===== config.mk =====
export PLATFORM = sky130hd
export DESIGN_NAME = fpga_core_scan
export DESIGN_NICKNAME = d
export VERILOG_FILES = /design/src/rtl/fpga_core_pkg.sv /design/src/rtl/fpga_shift_chain.sv /design/src/rtl/fpga_core_scan.sv
export SDC_FILE = /design/constraint.sdc
export NUM_CORES = 2
export LEC_CHECK = 0
export BUFFER_PORTS_ARGS = -buffer_cell sky130_fd_sc_hd__buf_2
export CORE_UTILIZATION = 30
export DETAILED_ROUTE_END_ITERATION = 7
export GPL_ROUTABILITY_DRIVEN = 0
export SYNTH_ARGS = -nofsm -noshare
export SYNTH_HDL_FRONTEND = slang
export SYNTH_SLANG_ARGS = --single-unit

===== constraint.sdc =====
create_clock -name clk -period 1.25 [get_ports clk]
set_clock_uncertainty 0.2 [all_clocks]
set_input_delay 0.125 -clock clk [delete_from_list [all_inputs] [get_ports clk]]
set_output_delay 0.125 -clock clk [all_outputs]
set_load 0.02 [all_outputs]

===== src/rtl/fpga_core_pkg.sv =====
// fpga_core_pkg: default sizing shared by the fabric core and its bench.
package fpga_core_pkg;
  localparam int FPGA_IO_SIZE_DEF        = 144;
  localparam int FPGA_SCANCHAIN_SIZE_DEF = 2304;
endpackage


===== src/rtl/fpga_shift_chain.sv =====
// fpga_shift_chain: serial shift register with parallel load and a tail-end tap window.
module fpga_shift_chain
  import fpga_core_pkg::*;
#(
  parameter int W   = FPGA_IO_SIZE_DEF,
  parameter int TAP = W
) (
  input  logic           clk,
  input  logic           rst_n,
  input  logic           i_shift,
  input  logic           i_load,
  input  logic           i_si,
  input  logic [0:W-1]   i_d,
  output logic [0:TAP-1] o_tap
);
  logic [0:W-1] r_q;
  // Shift wins over load so a chain used in both modes never needs arbitration upstream.
  always_ff @(posedge clk or negedge rst_n)
    if (!rst_n)
      r_q <= '0;
    else if (i_shift)
      r_q <= {i_si, r_q[0:W-2]};
    else if (i_load)
      r_q <= i_d;
  assign o_tap = r_q[W-TAP +: TAP];
endmodule


===== src/rtl/fpga_core_scan.sv =====
// fpga_core_scan: fabric core with a user scan chain and a per-pad output-enable config chain.
module fpga_core_scan
  import fpga_core_pkg::*;
#(
  parameter int FPGA_IO_SIZE        = FPGA_IO_SIZE_DEF,
  parameter int FPGA_SCANCHAIN_SIZE = FPGA_SCANCHAIN_SIZE_DEF
) (
  input  logic                    clk,
  input  logic                    greset_n,
  input  logic                    prog_clk,
  input  logic                    Test_en,
  input  logic                    ccff_head,
  output logic                    ccff_tail,
  input  logic                    sc_head,
  output logic                    sc_tail,
  input  logic                    IO_ISOL_N,
  input  logic [0:FPGA_IO_SIZE-1] gfpga_pad_EMBEDDED_IO_HD_SOC_IN,
  output logic [0:FPGA_IO_SIZE-1] gfpga_pad_EMBEDDED_IO_HD_SOC_OUT,
  output logic [0:FPGA_IO_SIZE-1] gfpga_pad_EMBEDDED_IO_HD_SOC_DIR
);
  logic [0:FPGA_SCANCHAIN_SIZE-1] w_cap;
  logic [0:FPGA_IO_SIZE-1]        w_ff_tap;
  logic [0:FPGA_IO_SIZE-1]        w_cfg;
  logic [0:FPGA_IO_SIZE-1]        w_drv;
  // Each flop captures the pad that shares its index modulo the pad count.
  for (genvar k = 0; k < FPGA_SCANCHAIN_SIZE; k++) begin : g_cap
    assign w_cap[k] = gfpga_pad_EMBEDDED_IO_HD_SOC_IN[k % FPGA_IO_SIZE];
  end
  fpga_shift_chain #(.W(FPGA_SCANCHAIN_SIZE), .TAP(FPGA_IO_SIZE)) u_scan (
    .clk     (clk),
    .rst_n   (greset_n),
    .i_shift (Test_en),
    .i_load  (!Test_en),
    .i_si    (sc_head),
    .i_d     (w_cap),
    .o_tap   (w_ff_tap)
  );
  fpga_shift_chain #(.W(FPGA_IO_SIZE), .TAP(FPGA_IO_SIZE)) u_cfg (
    .clk     (clk),
    .rst_n   (greset_n),
    .i_shift (prog_clk),
    .i_load  (1'b0),
    .i_si    (ccff_head),
    .i_d     ('0),
    .o_tap   (w_cfg)
  );
  assign w_drv                            = {FPGA_IO_SIZE{IO_ISOL_N}} & w_cfg;
  assign gfpga_pad_EMBEDDED_IO_HD_SOC_OUT = w_drv & w_ff_tap;
  assign gfpga_pad_EMBEDDED_IO_HD_SOC_DIR = ~w_drv;
  assign sc_tail                          = w_ff_tap[FPGA_IO_SIZE-1];
  assign ccff_tail                        = w_cfg[FPGA_IO_SIZE-1];
endmodule


After elaboration in Yosys (flattened, before gate mapping)
Index checks and enable logic that the tools add are counted.

Memories: 0. Register bits: 2448. Logic and storage cells: 6. Bits in latches: 0. Memory bits (writable): 0. Memory bits (read-only): 0.

Add/sub/neg operators: 0. Bitwise operators: 3. Equality and inequality tests: 0. Shift operators: 0. Muxes and demuxes: 1. Multiply operators: 0. Div/mod/pow operators: 0. $lt $le $gt $ge: 0. Reduce and logical (&&, ||, !) cells: 0.

Operators by type and width (count): 2304-bit two-way mux (1); 144-bit bitwise AND (2); 144-bit inverter (1).

Logic depth before layout (Yosys ltp)
Depth in word-level cells: 2. Depth in mapped cells: 5. Gate-level depth less buffers: 1.

Cells and area by module
From an unflattened synthesis, not the netlist that was laid out.

Cells, all modules: 11074. Area total of the unflattened synthesis: 114629.9 um^2.

By module, submodules not included: fpga_shift_chain (u_scan) (area each 106278.2 um^2, times used 1, seq. area each 57655.3 um^2, cells each 10128); fpga_shift_chain (u_cfg) (area each 6590.1 um^2, times used 1, seq. area each 3603.5 um^2, cells each 624); fpga_core_scan (area each 1761.7 um^2, times used 1, seq. area each 0.0 um^2, cells each 322).

Least setup slack after synthesis
No wires, ideal clock.

Path type: input to register. From: in Test_en. To: reg u_scan.r_q[865] (netlist bit). Library setup time: 0.125 ns. Data arrival time: 1.006 ns. Cell stages on the path: 5. Path slack: -0.081 ns. Required time: 0.925 ns. Path buffers: 4. Cells stage by stage: buf_6 -> buf_12 -> buf_6 -> buf_8 -> mux2_4.

Longest elaborated chain between the ends: 1.

RTL lines: start: declaration (line fpga_core_scan.sv:11) `input logic Test_en,`; 2304-bit two-way mux (line fpga_shift_chain.sv:21) `else if (i_shift)`; end signal: assignment (line fpga_shift_chain.sv:22) `r_q <= {i_si, r_q[0:W-2]};`; end signal: assignment (line fpga_shift_chain.sv:24) `r_q <= i_d;`; end: declaration (line fpga_shift_chain.sv:16) `logic [0:W-1] r_q;`.

No other way between the ends. A chain may end at the register's enable or synchronous reset.

Final worst setup path
From: reg u_cfg.r_q, in the netlist u_cfg.o_tap[140]. To: out gfpga_pad_EMBEDDED_IO_HD_SOC_OUT[140] (netlist bit).

Longest elaborated chain between the ends: 2.

RTL lines: start: declaration (line fpga_shift_chain.sv:16); start signal: assignment (line fpga_shift_chain.sv:22); start signal: assignment (line fpga_shift_chain.sv:24); 144-bit bitwise AND (line fpga_core_scan.sv:47) `assign w_drv = {FPGA_IO_SIZE{IO_ISOL_N}} & w_cfg;`; 144-bit bitwise AND (line fpga_core_scan.sv:48) `assign gfpga_pad_EMBEDDED_IO_HD_SOC_OUT = w_drv & w_ff_tap;`; end: declaration (line fpga_core_scan.sv:18) `output logic [0:FPGA_IO_SIZE-1] gfpga_pad_EMBEDDED_IO_HD_SOC_OUT,`.

No other way between the ends.

==> summary.md <==
| Metric | Value |
|---|---|
| Status | `complete, but fails checks` |
| Failing checks | `negative hold slack, negative setup slack` |
| Syn_area_per_cell | `17.3 um2` |
| Seq cells post-synth | `2448` |
| Post-synthesis sequential area ratio | `0.630` |
| Vias in the first global route | `53231` |
| Min-delay worst type | `input port to flip-flop` |
| Starting DRC count in detailed routing | `2280` |
| R2R depth | `3` |
| Initial antenna violation count | `33` |
| Pre-CTS setup slack | `-0.469 ns` |
| Power per cell area | `1560 mW/mm2` |
| Worst skew pair latency | `0.85 ns` |
| Wire per inst | `17.6 um` |
| Final Hold Fails | `943` |
| # port buffers | `440` |
| Hold_ws | `-0.231 ns` |
| Inst Count DP | `10302` |
| Core ar. | `0.322 mm2` |
| Sink Count | `2448` |
| Final setup margin | `-0.789 ns` |
| CTS root buf | `clkbuf_16` |
| IO Count | `441` |
| Max cap viols | `0` |
| Worst slew pin tran | `0.628 ns` |
| Layout Utilization | `0.377` |
| Die area | `0.326 mm2` |
| Via-to-Cell Ratio | `4.28` |
| Simple-gate share of the synthesized area | `0.0148` |
| Post-synthesis adder-cell area fraction | `0` |
| Syn nets | `5783` |
| Cell Rows | `208` |
| Critical path origin | `u_cfg.o_tap[140]` |
| Design area | `0.121 mm2` |
| Period minus WS final | `2.04 ns` |
| Crit path arrival time | `1.71 ns` |
| Number of cells produced by synthesis | `5632` |
| Clock tree from TritonCTS | `done` |
| Post-Route WL | `197 mm` |
| Fin nets | `6786` |
| Crit path kind | `flip-flop to output pin` |
| Critical Path End | `gfpga_pad_EMBEDDED_IO_HD_SOC_OUT[140]` |
| Layout Cells excl Fill | `11165` |
| Initial Utilization | `0.302` |
| P_leak | `0.0547 uW` |
| Nature of the critical path startpoint | `flip-flop` |
| Final worst-path cycle share | `1.63` |
| Overall routing resource usage | `0.119` |
| DR DRC count | `0` |
| Slew HR | `0.580` |
| Area after DPL | `0.106 mm2` |
| Crit path max fanout | `2` |
| Post-DP HPWL | `119 mm` |
| Hold Path Stages | `3` |
| Vias | `47787` |
| Reg2Reg Capture Point | `u_cfg.o_tap[48]` |
| Largest family of logic cells by synthesized area | `multiplexers` |
| Die W | `571 um` |
| First-pass GRT wire length | `315 mm` |
| CTS H-Tree Depth | `5` |
| Post-synthesis compound-gate area fraction | `0` |
| WP data required | `0.93 ns` |
| Commonest non-fill, non-tap cell in the layout | `dfrtp_1` |
| # fillers | `29276` |
| Synth-to-Final Area Change | `24.6%` |
| Yosys cell types | `13` |
| Final Setup Violations | `767` |
| Post-synthesis mux area share | `0.322` |
| 1st-pass router iterations | `4` |
| Gr ovfl total | `0` |
| Setup TNS | `-244.95 ns` |
| Die Ht | `571 um` |
| Endpoint type of the worst setup path | `output pin` |
| Maximum clock rate | `0.490 GHz` |
| VDD IR-drop max | `1.18 mV` |
| Clock slew at reported path FFs | `0.06 ns` |
| Mapped Area | `0.0972 mm2` |
| Worst R2R Start | `u_cfg.o_tap[48]` |
| CTS Buf Count | `266` |
| RSZ-0062 raised after global routing | `true` |
| Flop-to-flop setup slack | `-0.05 ns` |
| Hold path startpoint | `Test_en` |
| Post-Synth XOR/XNOR Area | `0` |
| DRT antenna net count | `0` |
| Clk buf depth | `4` |
| Largest net degree at the start of global routing | `98` |
| Most frequent cells in the layout | `dfrtp_1 (2414), mux2_4 (1000), mux2_2 (888), mux2_1 (560), buf_4 (394)` |
| Synth warn | `0` |
| Max-slew violation count | `0` |
| Layout cells sized above 1 | `0.514` |
## cell type report
class,instances,area (um2),share of cell area
flip-flops and latches,2448,61300,0.506
repair buffers,1183,12000,0.0992
diodes,17,42.5,0.000351
well taps,4305,5390,0.0445
multi-input cells,2736,33600,0.277
clock buffers,389,7790,0.0643
clock inverters,87,1020,0.00844
## worst max-delay path, stage by stage (launching register included)
cell	delay, ns
dfrtp_1	0.41
buf_12	0.16
and3_4	0.15
buf_6	0.13
## report_power, final
part | leakage [uW] | internal, uW | switching, uW
registers | 0.0289 | 87100 | 3050
clock network | 0.00432 | 45800 | 32500
logic | 0.0215 | 11700 | 8460
total | 0.0547 | 145000 | 44000
## how the worst min path moves through the flow
stage	to	slack, ns
2_1_floorplan	u_cfg.o_tap[0]	-0.37
3_3_place_gp	u_scan.r_q[2245]	-0.21
3_5_place_dp	u_scan.r_q[2245]	-0.21
4_1_cts	u_scan.r_q[1037]	-0.31
5_1_grt	u_scan.r_q[892]	-0.30
6_report	u_scan.r_q[1037]	-0.23
## stage by stage
stage               total power (uW)  hold WS, ns
finish                        189000       -0.231
global route                  197000       -0.299
CTS                           191000       -0.314
detailed placement            110000       -0.212
global placement              110000       -0.210
floorplan                     103000       -0.371
## repair_timing
action / 4_1_cts / 5_1_grt
setup endpoints to repair: 290 / 1756
setup buffers: 119 / 49
hold endpoints to repair: 4896 / 1982
pin swaps: 194 / 24
hold buffers: 198 / 5
gates resized for setup: 746 / 76
cloned: 0 / 1
## cell families after synthesis
| logic type | count (synthesis) |
|---|---|
| DFF | 2448 |
| and+or+nand+nor | 288 |
| buffers and inverters | 448 |
| muxes | 2448 |
## synth_stat cells
cell type | n | share of area
mux2_2 | 888 | 0.10
and3_1 | 144 | 0.0093
buf_8 | 10 | 0.0015
dfrtp_1 | 2448 | 0.63
mux2_4 | 1000 | 0.15
buf_4 | 6 | 0.00046
nand2_1 | 144 | 0.0056
buf_6 | 164 | 0.019
buf_2 | 104 | 0.0054
buf_1 | 1 | 0.000039
clkbuf_1 | 162 | 0.0063
mux2_1 | 560 | 0.065
buf_12 | 1 | 0.00021
## flip-flops by register name (all words and copies together) (netlist names)
| name | cells |
|---|---|
| u_scan.r_q | 2304 |
| u_cfg.o_tap | 144 |
## metal layers
metal  GRT usage  part of all wire  vias to the layer above
met4      0.0312             0.023                       32
met2       0.193              0.47                      647
met3      0.0233             0.038                      354
li1            -                 -                    21552
met1       0.163              0.46                    25202
met5           0            0.0012                        -
No activity file was read; power rests on OpenSTA's default activity.
